===== config.mk =====
export PLATFORM = sky130hd
export DESIGN_NAME = adc_scan_sequencer
export DESIGN_NICKNAME = d
export VERILOG_FILES = /design/src/rtl/adc_scan_sequencer.sv
export SDC_FILE = /design/constraint.sdc
export NUM_CORES = 1
export LEC_CHECK = 0
export CAP_MARGIN = 10
export CORE_MARGIN = 2
export CORE_UTILIZATION = 54
export DETAILED_ROUTE_END_ITERATION = 8
export GPL_TIMING_DRIVEN = 0
export MAX_ROUTING_LAYER = met4
export PLACE_DENSITY = 0.8
export SYNTH_ARGS = -nofsm -noshare
export SYNTH_HDL_FRONTEND = slang
export SYNTH_SLANG_ARGS = --single-unit

===== constraint.sdc =====
create_clock -name clk -period 5 [get_ports clk]
set_input_delay 0.75 -clock clk [delete_from_list [all_inputs] [get_ports clk]]
set_output_delay 0.75 -clock clk [all_outputs]
set_load 0.1 [all_outputs]

===== src/rtl/adc_scan_sequencer.sv =====
// Scan sequencer for one adc_capture instance: walks the enabled ADC128S052 channels,
// hides the one-frame address-to-data lag and streams tagged results with backpressure.
module adc_scan_sequencer #(
  parameter int unsigned TIMEOUT_CYC = 4096
) (
  input  logic        clk,
  input  logic        rst,
  input  logic        start,
  input  logic        continuous,
  input  logic        stop,
  input  logic [7:0]  ch_mask,
  output logic        adc_en,
  output logic [2:0]  adc_address,
  input  logic        adc_ready,
  input  logic [11:0] adc_data,
  output logic        adc_ack,
  output logic        res_valid,
  input  logic        res_ready,
  output logic [2:0]  res_channel,
  output logic [11:0] res_data,
  output logic        busy,
  output logic        scan_done,
  output logic        err
);

  localparam logic [2:0] StIdle = 3'd0;
  localparam logic [2:0] StWait = 3'd1;
  localparam logic [2:0] StOut  = 3'd2;
  localparam logic [2:0] StAck  = 3'd3;
  localparam logic [2:0] StEnd  = 3'd4;

  localparam int unsigned CntW = $clog2(TIMEOUT_CYC + 1);

  logic [2:0]      state_q, state_d;
  logic [7:0]      mask_q, mask_d;
  logic            cont_q, cont_d;
  logic            prime_q, prime_d;
  logic            stop_pend_q, stop_pend_d;
  logic            last_q, last_d;
  logic [2:0]      cur_q, cur_d;
  logic [2:0]      prev_q, prev_d;
  logic            en_q, en_d;
  logic            ack_q, ack_d;
  logic            valid_q, valid_d;
  logic [2:0]      chan_q, chan_d;
  logic [11:0]     data_q, data_d;
  logic            done_q, done_d;
  logic            err_q, err_d;
  logic [CntW-1:0] cnt_q, cnt_d;
  logic            timeout_hit;
  logic            abort;

  function automatic logic [2:0] lowest(input logic [7:0] m);
    logic [2:0] r;
    r = 3'd0;
    for (int i = 7; i >= 0; i--) begin
      if (m[i]) r = 3'(i);
    end
    return r;
  endfunction

  function automatic logic [2:0] highest(input logic [7:0] m);
    logic [2:0] r;
    r = 3'd0;
    for (int i = 0; i < 8; i++) begin
      if (m[i]) r = 3'(i);
    end
    return r;
  endfunction

  // Smallest wrapping offset wins; falls back to c itself for a single-channel mask.
  function automatic logic [2:0] next_ch(input logic [7:0] m, input logic [2:0] c);
    logic [2:0] r;
    logic [2:0] k;
    r = c;
    for (int i = 7; i >= 1; i--) begin
      k = c + 3'(i);
      if (m[k]) r = k;
    end
    return r;
  endfunction

  assign timeout_hit = (cnt_q == CntW'(TIMEOUT_CYC - 1));

  always_comb begin
    state_d     = state_q;
    mask_d      = mask_q;
    cont_d      = cont_q;
    prime_d     = prime_q;
    stop_pend_d = stop_pend_q;
    last_d      = last_q;
    cur_d       = cur_q;
    prev_d      = prev_q;
    en_d        = en_q;
    ack_d       = ack_q;
    valid_d     = valid_q;
    chan_d      = chan_q;
    data_d      = data_q;
    done_d      = 1'b0;
    err_d       = err_q;
    abort       = 1'b0;

    if (state_q != StIdle && stop) stop_pend_d = 1'b1;

    case (state_q)
      StIdle: begin
        stop_pend_d = 1'b0;
        if (start && (ch_mask != 8'd0)) begin
          mask_d  = ch_mask;
          cont_d  = continuous;
          cur_d   = lowest(ch_mask);
          prime_d = 1'b1;
          err_d   = 1'b0;
          en_d    = 1'b1;
          state_d = StWait;
        end
      end
      StWait: begin
        if (adc_ready) begin
          if (prime_q) begin
            ack_d   = 1'b1;
            prev_d  = cur_q;
            cur_d   = next_ch(mask_q, cur_q);
            prime_d = 1'b0;
            last_d  = 1'b0;
            state_d = StAck;
          end else begin
            data_d  = adc_data;
            chan_d  = prev_q;
            valid_d = 1'b1;
            state_d = StOut;
          end
        end else if (timeout_hit) begin
          abort = 1'b1;
        end
      end
      StOut: begin
        if (res_ready) begin
          valid_d = 1'b0;
          ack_d   = 1'b1;
          prev_d  = cur_q;
          cur_d   = next_ch(mask_q, cur_q);
          prime_d = 1'b0;
          last_d  = (chan_q == highest(mask_q));
          state_d = StAck;
        end
      end
      StAck: begin
        if (!adc_ready) begin
          ack_d = 1'b0;
          if (last_q) begin
            done_d  = 1'b1;
            state_d = StEnd;
          end else begin
            state_d = StWait;
          end
        end else if (timeout_hit) begin
          abort = 1'b1;
        end
      end
      StEnd: begin
        // cur already points one frame ahead, so a repeat scan needs no re-prime.
        if (cont_q && !stop_pend_q && !stop) begin
          state_d = StWait;
        end else begin
          en_d        = 1'b0;
          stop_pend_d = 1'b0;
          state_d     = StIdle;
        end
      end
      default: state_d = StIdle;
    endcase

    if (abort) begin
      err_d       = 1'b1;
      en_d        = 1'b0;
      ack_d       = 1'b0;
      valid_d     = 1'b0;
      stop_pend_d = 1'b0;
      state_d     = StIdle;
    end

    if ((state_d != state_q) || !((state_q == StWait) || (state_q == StAck))) begin
      cnt_d = '0;
    end else begin
      cnt_d = cnt_q + CntW'(1);
    end
  end

  always_ff @(posedge clk or negedge rst) begin
    if (!rst) begin
      state_q     <= StIdle;
      mask_q      <= 8'd0;
      cont_q      <= 1'b0;
      prime_q     <= 1'b0;
      stop_pend_q <= 1'b0;
      last_q      <= 1'b0;
      cur_q       <= 3'd0;
      prev_q      <= 3'd0;
      en_q        <= 1'b0;
      ack_q       <= 1'b0;
      valid_q     <= 1'b0;
      chan_q      <= 3'd0;
      data_q      <= 12'd0;
      done_q      <= 1'b0;
      err_q       <= 1'b0;
      cnt_q       <= '0;
    end else begin
      state_q     <= state_d;
      mask_q      <= mask_d;
      cont_q      <= cont_d;
      prime_q     <= prime_d;
      stop_pend_q <= stop_pend_d;
      last_q      <= last_d;
      cur_q       <= cur_d;
      prev_q      <= prev_d;
      en_q        <= en_d;
      ack_q       <= ack_d;
      valid_q     <= valid_d;
      chan_q      <= chan_d;
      data_q      <= data_d;
      done_q      <= done_d;
      err_q       <= err_d;
      cnt_q       <= cnt_d;
    end
  end

  assign adc_en      = en_q;
  assign adc_address = cur_q;
  assign adc_ack     = ack_q;
  assign res_valid   = valid_q;
  assign res_channel = chan_q;
  assign res_data    = data_q;
  assign busy        = (state_q != StIdle);
  assign scan_done   = done_q;
  assign err         = err_q;

endmodule


After elaboration in Yosys (flattened, before gate mapping)
Cells that the tools add are included.
{ "op_classes": {"add_sub_neg": 8, "magnitude_cmp": 7, "eq_ne": 18, "muxes": 92, "bitwise_logic": 1, "n_reduce_logical": 28} }
{ "op_table": {"columns": ["operator", "n"], "rows": [
  ["3-bit two-way mux", 36],
  ["1-bit two-way mux", 38],
  ["3-bit by 4-bit less-than comparator with 1-bit output (second input constant)", 7],
  ["1-bit binary-select mux with 3-bit select", 7],
  ["3-bit != test (second input constant)", 7],
  ["3-bit case mux with 5 select lines", 1],
  ["13-bit by 1-bit adder with 13-bit output (second input constant)", 1],
  ["13-bit by 12-bit equality test with 1-bit output (second input constant)", 1],
  ["13-bit two-way mux", 1],
  ["3-bit adder (second input constant)", 4],
  ["4-bit AND reduction", 3],
  ["3-bit nonzero test", 4],
  ["1-bit case mux with 2 select lines", 5],
  ["5-bit AND reduction", 2],
  ["3-bit case mux with 3 select lines", 1],
  ["2-bit != test (second input constant)", 4],
  ["8-bit nonzero test", 1],
  ["3-bit by 2-bit adder with 3-bit output (second input constant)", 2],
  ["3-bit by 2-bit equality test with 1-bit output (second input constant)", 2],
  ["1-bit case mux with 3 select lines", 2],
  ["3-bit case mux with 2 select lines", 1],
  ["3-bit AND reduction", 2],
  ["2-bit nonzero test", 3],
  ["1-bit logical AND", 4],
  ["other kinds (11)", 15]
]} }
{ "totals": {"regBits": 54, "out_inout_bits": 24, "wordCells": 170} }

Depth between registers and ports, before layout
{ "depth": {"ltp_word": 13, "mapped_depth": 11, "depth_no_buf": 8} }

Least setup slack after synthesis
Ideal clock, no wire load.
{ "synth_path": {"kind": "flip-flop to flip-flop", "startpoint": "register cur_q[0], in the netlist adc_address[0]", "endpoint": "register cur_q[0], in the netlist adc_address[0]", "arrival_time_ps": 3349, "path_slack_ps": 1569, "stages_incl_launch_ff": 11, "period_less_slack_ps": 3431, "path_cell_list": "dfrtp_1 buf_6 buf_2 inv_1 ha_1 buf_2 mux4_2 or4_4 o22ai_2 o21ba_1 o22ai_1"} }
{ "synth_between": {"elab_chain_cells": 13} }
{ "synth_lines": {"columns": ["element", "line", "rtl"], "rows": [
  ["from (decl)", "40", "logic [2:0] cur_q, cur_d;"],
  ["from (signal assigned)", "215", "cur_q <= cur_d;"],
  ["3-bit adder", "77", "k = c + 3'(i);"],
  ["1-bit binary-select mux with 3-bit select", "78", "if (m[k]) r = k;"],
  ["1-bit two-way mux (implied by the code)", "78", null],
  ["3-bit two-way mux (6 in series)", "78", null],
  ["3-bit two-way mux *", "78", null],
  ["3-bit two-way mux", "120", "if (prime_q) begin"],
  ["3-bit two-way mux", "119", "if (adc_ready) begin"],
  ["3-bit case mux with 3 select lines *", "105", "case (state_q)"]
]} }
Every way passes the cells marked *; elsewhere a longest branch is shown, timed or not. The select of a mux whose other input is x is not followed.
A chain may end at the register's enable or synchronous reset.

Worst setup path after layout
Same ends and word-level chain as after synthesis.

==> key figures <==
Run status
  • Outcome: completed

Routing
  • DR iter-0 viols: 180
  • Post-DR wirelength/cell: 16.0 um
  • Via density: 5.85
  • Total Wirelength: 6770 um
  • Vias: 2475
  • Routed Antenna Nets: 0
  • Drt drc: 0
  • TritonRoute pass-1 iters: 4

Yosys
  • Syn Area/Cell: 10.7 sq um
  • Post-synth top area share: 0.433
  • Share of synthesized registers carrying an async set or reset: 1.00
  • Synth area leaders: dfrtp_1, mux2_2, mux2i_1
  • Yosys cell types: 52
  • Yosys reg bits: 54
  • Number of flops mapped to enable cells by yosys: 0
  • Sequential share of the synthesized area: 0.433
  • Mapped Nets: 322
  • Area leader, netlist: dfrtp_1
  • Mapped Area: 0.00312 sq mm
  • Synth Instances: 292
  • Main synth FF type: dfrtp_1
  • Synth Warn #: 0

Worst setup path
  • Critical Path Fanout Max: 10
  • Startpoint Class: register
  • CP Class: reg2reg
  • Reg2reg path depth: 10
  • Flop2flop setup slack: 1.93 ns
  • R2R Path End: adc_address[0]
  • Arr. time, crit path: 3.30 ns
  • Reg2reg start: adc_address[0]
  • CP Capture Type: register
  • Critical Path RT: 5.23 ns

GRT
  • GR Overflow Total: 0
  • First-pass GRT wire length: 11500 um
  • Antenna violations before repair: 0
  • Largest net degree at the start of global routing: 30
  • Total track usage: 0.239
  • Vias in the first global route: 2383

Timing
  • Max frequency: 0.325 GHz
  • Max_slew headroom: 0.323
  • Minimum clock period: 3.07 ns
  • Tcrit/Tclk final: 0.614
  • Pins Over Slew Limit: 0
  • Setup_tns: 0 ns
  • Final Hold Fails: 0
  • RSZ-0062 raised after global routing: no
  • Final Skew: 0.0110 ns
  • Final setup violating endpoints: 0
  • Worst-margin pin slew: 1.01 ns

Flow run
  • Max Cap Viol: 0

Clocking
  • CTS tree: yes
  • Htree depth: 2
  • Max Root-Sink Buffers: 2
  • TritonCTS buffer count: 5
  • Post-CTS Setup Bufs: 0
  • Sink Count: 54
  • Clock root cell: clkbuf_8
  • CTS resizes: 0
  • Hold-fix buffers, CTS: 0
  • Clk pin slew, worst setup/hold paths: 0.10 ns
  • Skew-Pair Late Insertion Delay: 0.30 ns

Die
  • Core Rows: 27
  • Starting Density: 0.563
  • Die Area: 0.00640 sq mm
  • Core ar.: 0.00554 sq mm
  • Die X-Extent: 80.0 um
  • Die Height: 80.0 um
  • I/O pin cnt: 51

Cells and area
  • Nets: 380
  • Most frequent cells in the layout: dfrtp_1, clkdlybuf4s50_1, nor2_1
  • Filler cells: 425
  • Share of layout cells above drive strength 1: 0.160
  • ANT cells: 0
  • Commonest non-fill, non-tap cell in the layout: dfrtp_1
  • Area growth syn-to-layout: 22.2%

Place
  • Final GP Congestion: 0.922
  • Post-DP HPWL: 5100 um
  • # port buffers: 50

Hold path
  • Worst min path class: in2async
[synth_stat cells (2+ instances only)]
library cell  instances
nand3b_1              3
a41o_1                2
xor2_1                9
o21bai_1              3
nor2_1               32
dfrtp_1              54
a21o_1                2
o221ai_1              3
nand3_1               9
inv_1                15
nor3_1               10
clkbuf_1              3
and4_1                5
mux2i_1              15
nand2b_1              6
o21ai_0               8
a31oi_1               3
ha_1                  3
o22ai_1               3
nor2b_1               3
a21oi_1              11
mux4_2                6
o211ai_1              4
mux2_2               24
nand2_1              12
buf_2                 7
xnor2_1               8
nor4_1                4
mux4_1                2
[cell families after synthesis]
family / Yosys count / share of synthesized area
XOR/XNOR: 18 / 0.0529
flip-flops: 54 / 0.433
AND/OR/NAND/NOR: 94 / 0.158
buffers and inverters: 26 / 0.0365
AO/OA/AOI/OAI: 49 / 0.109
multiplexers: 48 / 0.199
adder cells (fa/ha/maj): 3 / 0.0120
[cell type report]
cell class                 count  area (sq um)  area share
buffer                        11          57.6      0.0151
clock buffer                   5          68.8      0.0180
clock inverter                 3          18.8     0.00492
inverter                      15          56.3      0.0148
multi-input combinational    212          1660       0.434
sequential                    54          1350       0.354
tap                           72          90.1      0.0236
timing repair buffer          51           515       0.135
[sequential cells by signal (all words and copies together) (netlist names)]
name / flops
cnt_q: 13
res_data: 12
mask_q: 8
adc_address: 3
prev_q: 3
res_channel: 3
state_q: 3
adc_ack: 1
adc_en: 1
cont_q: 1
err: 1
last_q: 1
prime_q: 1
res_valid: 1
scan_done: 1
stop_pend_q: 1
[worst max-delay path by stage]
stage	startpoint	end	slack (ns)	depth (start not counted)
2_1_floorplan	adc_address[0]	adc_address[0]	1.57	10
3_3_place_gp	rst	res_data[6]	1.56	1
3_5_place_dp	ch_mask[4]	err	1.82	7
4_1_cts	adc_address[0]	adc_address[0]	1.92	10
5_1_grt	adc_address[0]	adc_address[2]	1.74	11
6_report	adc_address[0]	adc_address[0]	1.93	10
[worst max-delay path, cell delays in order (launching register included)]
cell	delay [ns]
dfrtp_1	0.42
buf_6	0.15
buf_2	0.23
inv_1	0.15
ha_1	0.30
buf_2	0.25
mux4_2	0.57
or4_4	0.51
o22ai_2	0.11
o21ba_1	0.16
o22ai_1	0.14
[per-layer routing]
metal / up-vias / share of wire / global-route usage
li1: 1185 / - / -
met1: 1191 / 0.46 / 0.330
met2: 82 / 0.46 / 0.358
met3: 17 / 0.053 / 0.0452
met4: 0 / 0.023 / 0.0814
met5: - / 0 / -
[metrics by stage]
stage	cell area, sq um	utilization	hold WS (ns)	cells	worst slack, ns
after floorplan	3120	-	0.438	292	1.57
after global placement	3710	0.670	0.461	414	1.56
after detailed placement	3730	0.673	0.469	415	1.82
after CTS	3810	0.689	0.452	423	1.92
after global routing	3810	0.689	0.486	423	1.74
final	3810	0.689	0.439	423	1.93
Power is not shown: default switching activity piles up to over one toggle a cycle in this logic, so the estimate is an artifact.
